### config.mk
export PLATFORM = sky130hd
export DESIGN_NAME = dmem_arbiter
export DESIGN_NICKNAME = d
export VERILOG_FILES = /design/src/rtl/dmem_arbiter.sv
export SDC_FILE = /design/constraint.sdc
export NUM_CORES = 1
export LEC_CHECK = 0
export ABC_CLOCK_PERIOD_IN_PS = 4600
export BUFFER_PORTS_ARGS = -buffer_cell sky130_fd_sc_hd__buf_2
export CORE_AREA = 2 2 118 120
export CTS_CLUSTER_DIAMETER = 30
export DETAILED_ROUTE_END_ITERATION = 6
export DIE_AREA = 0 0 120 122
export GPL_ROUTABILITY_DRIVEN = 0
export SKIP_CTS_REPAIR_TIMING = 1
export SYNTH_ARGS = -nofsm -noshare
export SYNTH_HDL_FRONTEND = slang
export SYNTH_SLANG_ARGS = --single-unit
### constraint.sdc
create_clock -name clk -period 4.6 [get_ports clk]
set_input_delay 0.92 -clock clk [delete_from_list [all_inputs] [get_ports clk]]
set_output_delay 0.92 -clock clk [all_outputs]
set_load 0.1 [all_outputs]
### src/rtl/dmem_arbiter.sv
// ---------------------------------------------------------------------------
// dmem_arbiter
//
// Shares the single-port data memory between the pipeline MEM stage (CPU
// port) and a secondary DMA / debug-loader master. The CPU wins by default.
// A wait counter tracks how long a pending DMA request has been denied. Once
// it reaches MAX_WAIT the DMA is forced onto the memory for a burst of up to
// BURST_MAX cycles, and the MEM stage is stalled for that burst.
//
// Ports:
//   clk, rst          clock (rising edge), asynchronous active-low reset
//   cpu_req/flush     MEM-stage request; a flushed request is ignored
//   cpu_we/op/addr/wdata  CPU access attributes
//   cpu_rdata         load data, straight from mem_rdata
//   cpu_stall         MEM-stage access was not performed this cycle
//   dma_req/we/op/addr/wdata  DMA access attributes (req held until granted)
//   dma_gnt           DMA access performed this cycle
//   dma_rdata/rvalid  registered DMA read data, valid the cycle after a grant
//   mem_we/op/addr/wdata  drive the data memory
//   mem_rdata         combinational read data from the data memory
// ---------------------------------------------------------------------------
module dmem_arbiter #(
   parameter int ADDR_W    = 32,
   parameter int DATA_W    = 32,
   parameter int MAX_WAIT  = 4,
   parameter int BURST_MAX = 2
) (
   input  logic              clk,
   input  logic              rst,
   input  logic              cpu_req,
   input  logic              cpu_flush,
   input  logic              cpu_we,
   input  logic [1:0]        cpu_op,
   input  logic [ADDR_W-1:0] cpu_addr,
   input  logic [DATA_W-1:0] cpu_wdata,
   output logic [DATA_W-1:0] cpu_rdata,
   output logic              cpu_stall,
   input  logic              dma_req,
   input  logic              dma_we,
   input  logic [1:0]        dma_op,
   input  logic [ADDR_W-1:0] dma_addr,
   input  logic [DATA_W-1:0] dma_wdata,
   output logic              dma_gnt,
   output logic [DATA_W-1:0] dma_rdata,
   output logic              dma_rvalid,
   output logic              mem_we,
   output logic [1:0]        mem_op,
   output logic [ADDR_W-1:0] mem_addr,
   output logic [DATA_W-1:0] mem_wdata,
   input  logic [DATA_W-1:0] mem_rdata
);

   localparam int WW = $clog2(MAX_WAIT + 1);
   localparam int BW = $clog2(BURST_MAX + 1);
   localparam logic [WW-1:0] WAIT_TOP   = WW'(MAX_WAIT);
   localparam logic [BW-1:0] BURST_LAST = BW'(BURST_MAX - 1);

   typedef enum logic {
      CPU_PRI,
      DMA_BURST
   } state_t;

   state_t        state;
   logic [WW-1:0] wait_cnt;
   logic [BW-1:0] burst_cnt;
   logic          creq;
   logic          forced;

   // A flushed MEM-stage instruction must not touch memory, so the flush
   // masks the request before any arbitration happens.
   assign creq   = cpu_req & ~cpu_flush;
   assign forced = (state == CPU_PRI) & creq & dma_req & (wait_cnt == WAIT_TOP);

   // Grant/stall decode. In CPU_PRI the DMA only gets idle CPU cycles unless
   // it has been starved long enough; in DMA_BURST it keeps the memory for as
   // long as it keeps requesting.
   always_comb begin
      dma_gnt   = 1'b0;
      cpu_stall = 1'b0;
      case (state)
         CPU_PRI: begin
            dma_gnt   = dma_req & (~creq | forced);
            cpu_stall = forced;
         end
         DMA_BURST: begin
            dma_gnt   = dma_req;
            cpu_stall = creq & dma_req;
         end
         default: begin
            dma_gnt   = 1'b0;
            cpu_stall = 1'b0;
         end
      endcase
   end

   // Memory-side mux. The store enable from the CPU side uses creq so that a
   // flushed store never writes.
   assign mem_we    = dma_gnt ? dma_we    : (creq & cpu_we);
   assign mem_op    = dma_gnt ? dma_op    : cpu_op;
   assign mem_addr  = dma_gnt ? dma_addr  : cpu_addr;
   assign mem_wdata = dma_gnt ? dma_wdata : cpu_wdata;
   assign cpu_rdata = mem_rdata;

   // Starvation tracking and burst sequencing. wait_cnt only counts cycles in
   // which the DMA was denied because the CPU was using the memory; any idle
   // DMA cycle or actual DMA grant restarts the count.
   always_ff @(posedge clk or negedge rst) begin
      if (!rst) begin
         state     <= CPU_PRI;
         wait_cnt  <= '0;
         burst_cnt <= '0;
      end else begin
         case (state)
            CPU_PRI: begin
               if (!dma_req || !creq) begin
                  wait_cnt <= '0;
               end else if (wait_cnt != WAIT_TOP) begin
                  wait_cnt <= wait_cnt + 1'b1;
               end else begin
                  wait_cnt <= '0;
                  if (BURST_MAX > 1) begin
                     state     <= DMA_BURST;
                     burst_cnt <= BW'(1);
                  end else begin
                     burst_cnt <= '0;
                  end
               end
            end
            DMA_BURST: begin
               if (dma_req && (burst_cnt != BURST_LAST)) begin
                  burst_cnt <= burst_cnt + 1'b1;
               end else begin
                  state     <= CPU_PRI;
                  burst_cnt <= '0;
               end
            end
            default: begin
               state     <= CPU_PRI;
               burst_cnt <= '0;
            end
         endcase
      end
   end

   // DMA read return: capture the memory data on the edge that closes a read
   // grant, so the DMA sees it one cycle later; writes produce no rvalid.
   always_ff @(posedge clk or negedge rst) begin
      if (!rst) begin
         dma_rdata  <= '0;
         dma_rvalid <= 1'b0;
      end else begin
         dma_rvalid <= dma_gnt & ~dma_we;
         if (dma_gnt && !dma_we) begin
            dma_rdata <= mem_rdata;
         end
      end
   end

endmodule
Word-level counts from Yosys, hierarchy flattened
Cells that the tools add are included.
Cells by class
  equality and inequality tests: 5
  bitwise operators: 13
  muxes and demuxes: 16
  add/sub/neg operators: 2
  reductions and logical operators: 7
Operators by type and width (count)
  32-bit 2-to-1 mux: 2
  1-bit bitwise AND: 8
  2-bit 2-to-1 mux: 4
  3-bit 2-to-1 mux: 2
  1-bit one-hot mux with 2 select lines: 3
  1-bit 2-to-1 mux: 4
  2-bit != test, second input constant: 2
  1-bit inverter: 4
  2-bit one-hot mux with 2 select lines: 1
  3-bit by 1-bit adder with 3-bit output, second input constant: 1
  3-bit == test, second input constant: 1
  1-bit zero test: 3
  3-bit != test, second input constant: 1
  2-bit by 1-bit adder with 2-bit output, second input constant: 1
  1-bit logical AND: 2
  2-bit by 1-bit != test with 1-bit output, second input constant: 1
  2-bit AND reduction: 1
  1-bit logical OR: 1
  1-bit OR: 1
Word-level totals
  logic and storage cells: 48
  bits in registers: 39
  bits of input ports: 171

Longest topological paths before layout
  depth after elaboration: 9
  mapped depth: 7

Least setup slack after synthesis
Ideal clock, no wire load.
  kind: input port to output port
  from: in cpu_flush
  to: out cpu_stall
  setup slack: 1.099 ns
  cell stages on the path: 3
  arrival: 2.581 ns
  path through: and2b_1 > nand2_1 > nor2_1
On the way
  word-level cells in the longest chain between the ends: 6
  elaborated cells on any way between the ends: 7
  classes of those cells: mux (1); bitwise (6)
Ends and longest elaborated chain
  from (decl): line 31  | input logic cpu_flush,
  1-bit inverter (*): line 71  | assign creq = cpu_req & ~cpu_flush;
  1-bit bitwise AND (*): line 71
  1-bit bitwise AND (3 in series): line 72  | assign forced = (state == CPU_PRI) & creq & dma_req & (wait_cnt == WAIT_TOP);
  1-bit one-hot mux with 2 select lines (*): line 80  | case (state)
  to (decl): line 37  | output logic cpu_stall,
Mark *: on every way between the ends. The rest lies on a longest branch, timed or not.

Worst setup path in the final report
  from: in cpu_flush
  to: out mem_wdata[6]
On the way
  word-level cells in the longest chain between the ends: 9
  elaborated cells on any way between the ends: 10
  classes of those cells: mux (2); bitwise (8)
Ends and longest elaborated chain
  1-bit inverter (*): line 71
  1-bit bitwise AND (*): line 71
  1-bit bitwise AND (3 in series): line 72
  1-bit OR (*): line 82  | dma_gnt = dma_req & (~creq | forced);
  1-bit bitwise AND (*): line 82
  1-bit one-hot mux with 2 select lines (*): line 80
  32-bit 2-to-1 mux (*): line 101  | assign mem_wdata = dma_gnt ? dma_wdata : cpu_wdata;
  to (decl): line 49  | output logic [DATA_W-1:0] mem_wdata,
Marked as above.

==> impl_results.html <==
<table>
<tr><th>Metric</th><th>Value</th></tr>
<tr><th colspan="2">Worst setup path</th></tr>
<tr><td>Signal arrival time at the worst endpoint</td><td>2.71 ns</td></tr>
<tr><td>Required time of the worst setup path</td><td>approximately 3.7 ns</td></tr>
<tr><td>R2R Setup Slk</td><td>2.34 ns</td></tr>
<tr><td>Critical R2R Launch</td><td>wait_cnt[0]</td></tr>
<tr><td>CP Buf/Inv Count</td><td>3</td></tr>
<tr><td>Critical path cell sequence</td><td>buf_2, nand2b_1, o21ai_4, buf_12, mux2_1, buf_2</td></tr>
<tr><td>Startpoint kind of the worst setup timing path</td><td>primary input</td></tr>
<tr><td>Critical Path Sink Type</td><td>output pin</td></tr>
<tr><td>Classification of the worst setup path</td><td>primary input to output pin</td></tr>
<tr><td>Reg-to-reg critical path endpoint</td><td>dma_rdata[21]</td></tr>
<tr><td>Crit-path max cell delay</td><td>0.52 ns</td></tr>
<tr><td>Crit path top cell by count</td><td>buf_2</td></tr>
<tr><td>Logic depth of the worst register-to-register path</td><td>5</td></tr>
<tr><td>Slowest-stage cell, CP</td><td>o21ai_4</td></tr>
<tr><td>Dominant delay contributor by cell family on the critical path</td><td>buffers and inverters</td></tr>
<tr><td>Critical Path Fanout Max</td><td>37</td></tr>
<tr><th colspan="2">Clock tree</th></tr>
<tr><td>Count of clock tree sinks</td><td>39</td></tr>
<tr><td>Clock buffer depth</td><td>2</td></tr>
<tr><td>Number of levels the H-tree was split into</td><td>2</td></tr>
<tr><td>CTS tree</td><td>yes</td></tr>
<tr><td>Clock-pin transition on the worst setup and hold timing paths</td><td>roughly 0.060 ns</td></tr>
<tr><td>Clock root buffer master</td><td>clkbuf_16</td></tr>
<tr><td>Skew-Pair Late Insertion Delay</td><td>0.28 ns</td></tr>
<tr><td>Num CTS Buffers</td><td>5</td></tr>
<tr><th colspan="2">Power and ir drop</th></tr>
<tr><td>Maximum ir drop on the vdd rail</td><td>304.4 uV</td></tr>
<tr><td>Static Leakage</td><td>2.248 nW</td></tr>
<tr><td>Power Density</td><td>460.6 nW/um2</td></tr>
<tr><th colspan="2">Final layout</th></tr>
<tr><td>Layout cells sized above 1</td><td>0.7846</td></tr>
<tr><td>Synth-to-layout area growth</td><td>58.55%</td></tr>
<tr><td>Most frequent cells in the layout</td><td>buf_2, mux2_2, dfrtp_1</td></tr>
<tr><td>N_diodes</td><td>0</td></tr>
<tr><td>Most common cell after layout, fill and taps aside</td><td>buf_2</td></tr>
<tr><td>Layout Utilization</td><td>0.3154</td></tr>
<tr><td>Net count, final</td><td>roughly 670</td></tr>
<tr><th colspan="2">Route</th></tr>
<tr><td>Starting DRT DRC Count</td><td>80</td></tr>
<tr><td>DR WL/cell</td><td>about 14 um</td></tr>
<tr><td>Antenna Nets Post-Route</td><td>0</td></tr>
<tr><td>First-pass detailed-route iteration total</td><td>4</td></tr>
<tr><td>Top sig layer</td><td>met4</td></tr>
<tr><td>Detailed route wirelength on metal2</td><td>4.734 mm</td></tr>
<tr><td>Sum of routed wire segments on met1</td><td>between 3 and 4 mm</td></tr>
<tr><td>Via Count</td><td>2718</td></tr>
<tr><td>Routed vias/inst</td><td>4.045</td></tr>
<tr><td>Met3 routed WL</td><td>843 um</td></tr>
<tr><td>Final wirelength</td><td>9.169 mm</td></tr>
<tr><td>Final routed DRC violation total</td><td>0</td></tr>
<tr><th colspan="2">Floorplanning</th></tr>
<tr><td>Std cell rows</td><td>43</td></tr>
<tr><td>Starting density of the core</td><td>0.1989</td></tr>
<tr><td>Die boundary height</td><td>122 um</td></tr>
<tr><td>Overall die area</td><td>14640 um2</td></tr>
<tr><td>Core area</td><td>13500 um2</td></tr>
<tr><td>Number of top-level design ports</td><td>slightly above 300</td></tr>
<tr><td>Die Span X</td><td>around 120 um</td></tr>
<tr><th colspan="2">STA</th></tr>
<tr><td>Maximum clock frequency</td><td>275.6 MHz</td></tr>
<tr><td>Setup TNS Final</td><td>0 ns</td></tr>
<tr><td>Number of setup violations in the final report</td><td>0</td></tr>
<tr><td>Slew at the pin closest to its max-slew limit</td><td>roughly 1.0 ns</td></tr>
<tr><td>Final cycle utilization of the critical path</td><td>0.7888</td></tr>
<tr><td>Unrepaired setup endpoints after global routing</td><td>no</td></tr>
<tr><td>Max-slew headroom</td><td>0.3123</td></tr>
<tr><td>Crit path time final</td><td>3.628 ns</td></tr>
<tr><td>Clock Skew</td><td>approximately 0.0044 ns</td></tr>
<tr><td>Number of hold violations in the final report</td><td>0</td></tr>
<tr><td>Total count of max-transition violations in the final report</td><td>0</td></tr>
<tr><th colspan="2">Global route</th></tr>
<tr><td>GR Overflow Total</td><td>0</td></tr>
<tr><td>Initial antenna violation count</td><td>0</td></tr>
<tr><td>Global routing usage summed across all routing layers</td><td>0.1089</td></tr>
<tr><td>Maximum number of pins on one net before global-route repair</td><td>40</td></tr>
<tr><td>Global-route wire length before repair</td><td>12.79 mm</td></tr>
<tr><td>Number of global-route vias before repair</td><td>2545</td></tr>
<tr><th colspan="2">Synth</th></tr>
<tr><td>Unique masters post-synth</td><td>28</td></tr>
<tr><td>Cell Area, Synth</td><td>between 2000 and 3000 um2</td></tr>
<tr><td>Proportion of synthesized chip area in sequential cells</td><td>0.3633</td></tr>
<tr><td>Post-synth net total</td><td>395</td></tr>
<tr><td>Number of standard cells after synthesis</td><td>221</td></tr>
<tr><td>Mean area per synthesized cell</td><td>12.16 um2</td></tr>
<tr><td>Number of warning messages in the yosys log</td><td>0</td></tr>
<tr><td>Flop and latch count out of synthesis</td><td>39</td></tr>
<tr><th colspan="2">Place</th></tr>
<tr><td>Detailed Place HPWL</td><td>7.828 mm</td></tr>
<tr><td>Port Buf Inserts</td><td>304</td></tr>
<tr><th colspan="2">Job</th></tr>
<tr><td>Max Cap Viol</td><td>0</td></tr>
<tr><th colspan="2">Min path</th></tr>
<tr><td>Hold Path Stages</td><td>1</td></tr>
<tr><td>Capture endpoint of the worst hold path</td><td>dma_rdata[12]</td></tr>
<tr><td>HP Start</td><td>dma_rdata[12]</td></tr>
<tr><td>Worst hold path class</td><td>register to register</td></tr>
<tr><th colspan="2">Outcome</th></tr>
<tr><td>Status</td><td>complete, no violations</td></tr>
</table>
==> stage by stage <==
step           area, um2  hold slack [ns]  std cells  power (mW)  setup WS, ns
6_report            4259           0.5002        672       1.962        0.9717
2_1_floorplan       2686           0.4753        221       1.443         1.099
3_3_place_gp        4118           0.4867        664       1.632         1.053
5_1_grt             4259           0.5160        672       2.030        0.8613
3_5_place_dp        4118           0.4913        664       1.640        0.9781
4_1_cts             4259           0.5075        672       1.981        0.9709
==> registers in the layout, summed over array words and instances, names as in the netlist <==
register / flops
burst_cnt: 2
dma_rdata: 32
dma_rvalid: 1
state: 1
wait_cnt: 3
==> report_power, final <==
group | total, mW | switching [mW] | internal [mW]
logic | 1.21 | 0.996 | 0.214
registers | 0.420 | 0.0251 | 0.394
clock network | 0.333 | 0.133 | 0.200
==> layer usage <==
metal,GRT usage,up-vias
met5,0,-
met4,0.02868,0
met3,0.02809,8
met2,0.1982,149
met1,0.1265,1276
li1,-,1285
==> cell families (layout without fill, tap and decap cells) <==
kind of cell / after synthesis / count (layout) / share of synthesized area
mux: 99 / 99 / 0.4145
buf+inv: 50 / 321 / 0.1388
flops: 39 / 39 / 0.3633
simple gates: 17 / 17 / 0.02934
compound gates: 13 / 13 / 0.04007
fa+ha+maj: 3 / 3 / 0.01397
==> worst register-to-register path, delay by kind of cell, from the launching register on <==
family / cells / cell delay, ns
AOI/OAI and AO/OA: 2 / 0.99
adders and majority gates: 1 / 0.21
buffers and inverters: 1 / 0.07
DFF: 1 / 0.40
muxes: 1 / 0.46
==> worst max path at each step <==
stage | from | end | slack [ns] | cells past startpoint
6_report | cpu_flush | mem_wdata[6] | 0.97 | 6
4_1_cts | cpu_flush | mem_wdata[4] | 0.97 | 6
3_5_place_dp | cpu_flush | mem_wdata[4] | 0.98 | 6
2_1_floorplan | cpu_flush | cpu_stall | 1.10 | 3
5_1_grt | cpu_flush | mem_wdata[5] | 0.86 | 6
3_3_place_gp | cpu_flush | mem_wdata[27] | 1.05 | 6
==> final cells by class <==
type / instances / area [um2]
multi-input combinational: 132 / 1338
timing repair buffer: 307 / 1556
sequential: 39 / 975.9
clock buffer: 6 / 128.9
tap: 180 / 225.2
clock inverter: 2 / 12.51
fill: 1421 / 9245
inverter: 6 / 22.52
==> cell usage after synthesis <==
library cell  number  area (um2)
nor2_1             6       22.52
a211oi_1           1       7.510
a22o_1             1       8.760
mux2i_1            1       10.01
o21ai_4            1       16.27
o31ai_1            1       7.510
mux2_2            69       777.0
o22ai_1            1       6.260
o21a_1             1       7.510
mux2_1            29       326.6
ha_1               3       37.54
inv_1              6       22.52
a31oi_1            1       6.260
buf_1              1       3.750
buf_6              7       78.83
a21oi_1            2       10.01
a21oi_4            1       16.27
buf_4             35       262.8
buf_2              1       5.000
nand2_1            5       18.77
dfrtp_1           39       975.9
and2b_1            1       7.510
a21o_1             1       7.510
a31o_2             1       8.760
nand3_1            1       5.000
o21ai_0            1       5.000
nand4_1            1       6.260
nand2b_1           3       18.77
Note: power is estimated with default switching activity, not from simulation.
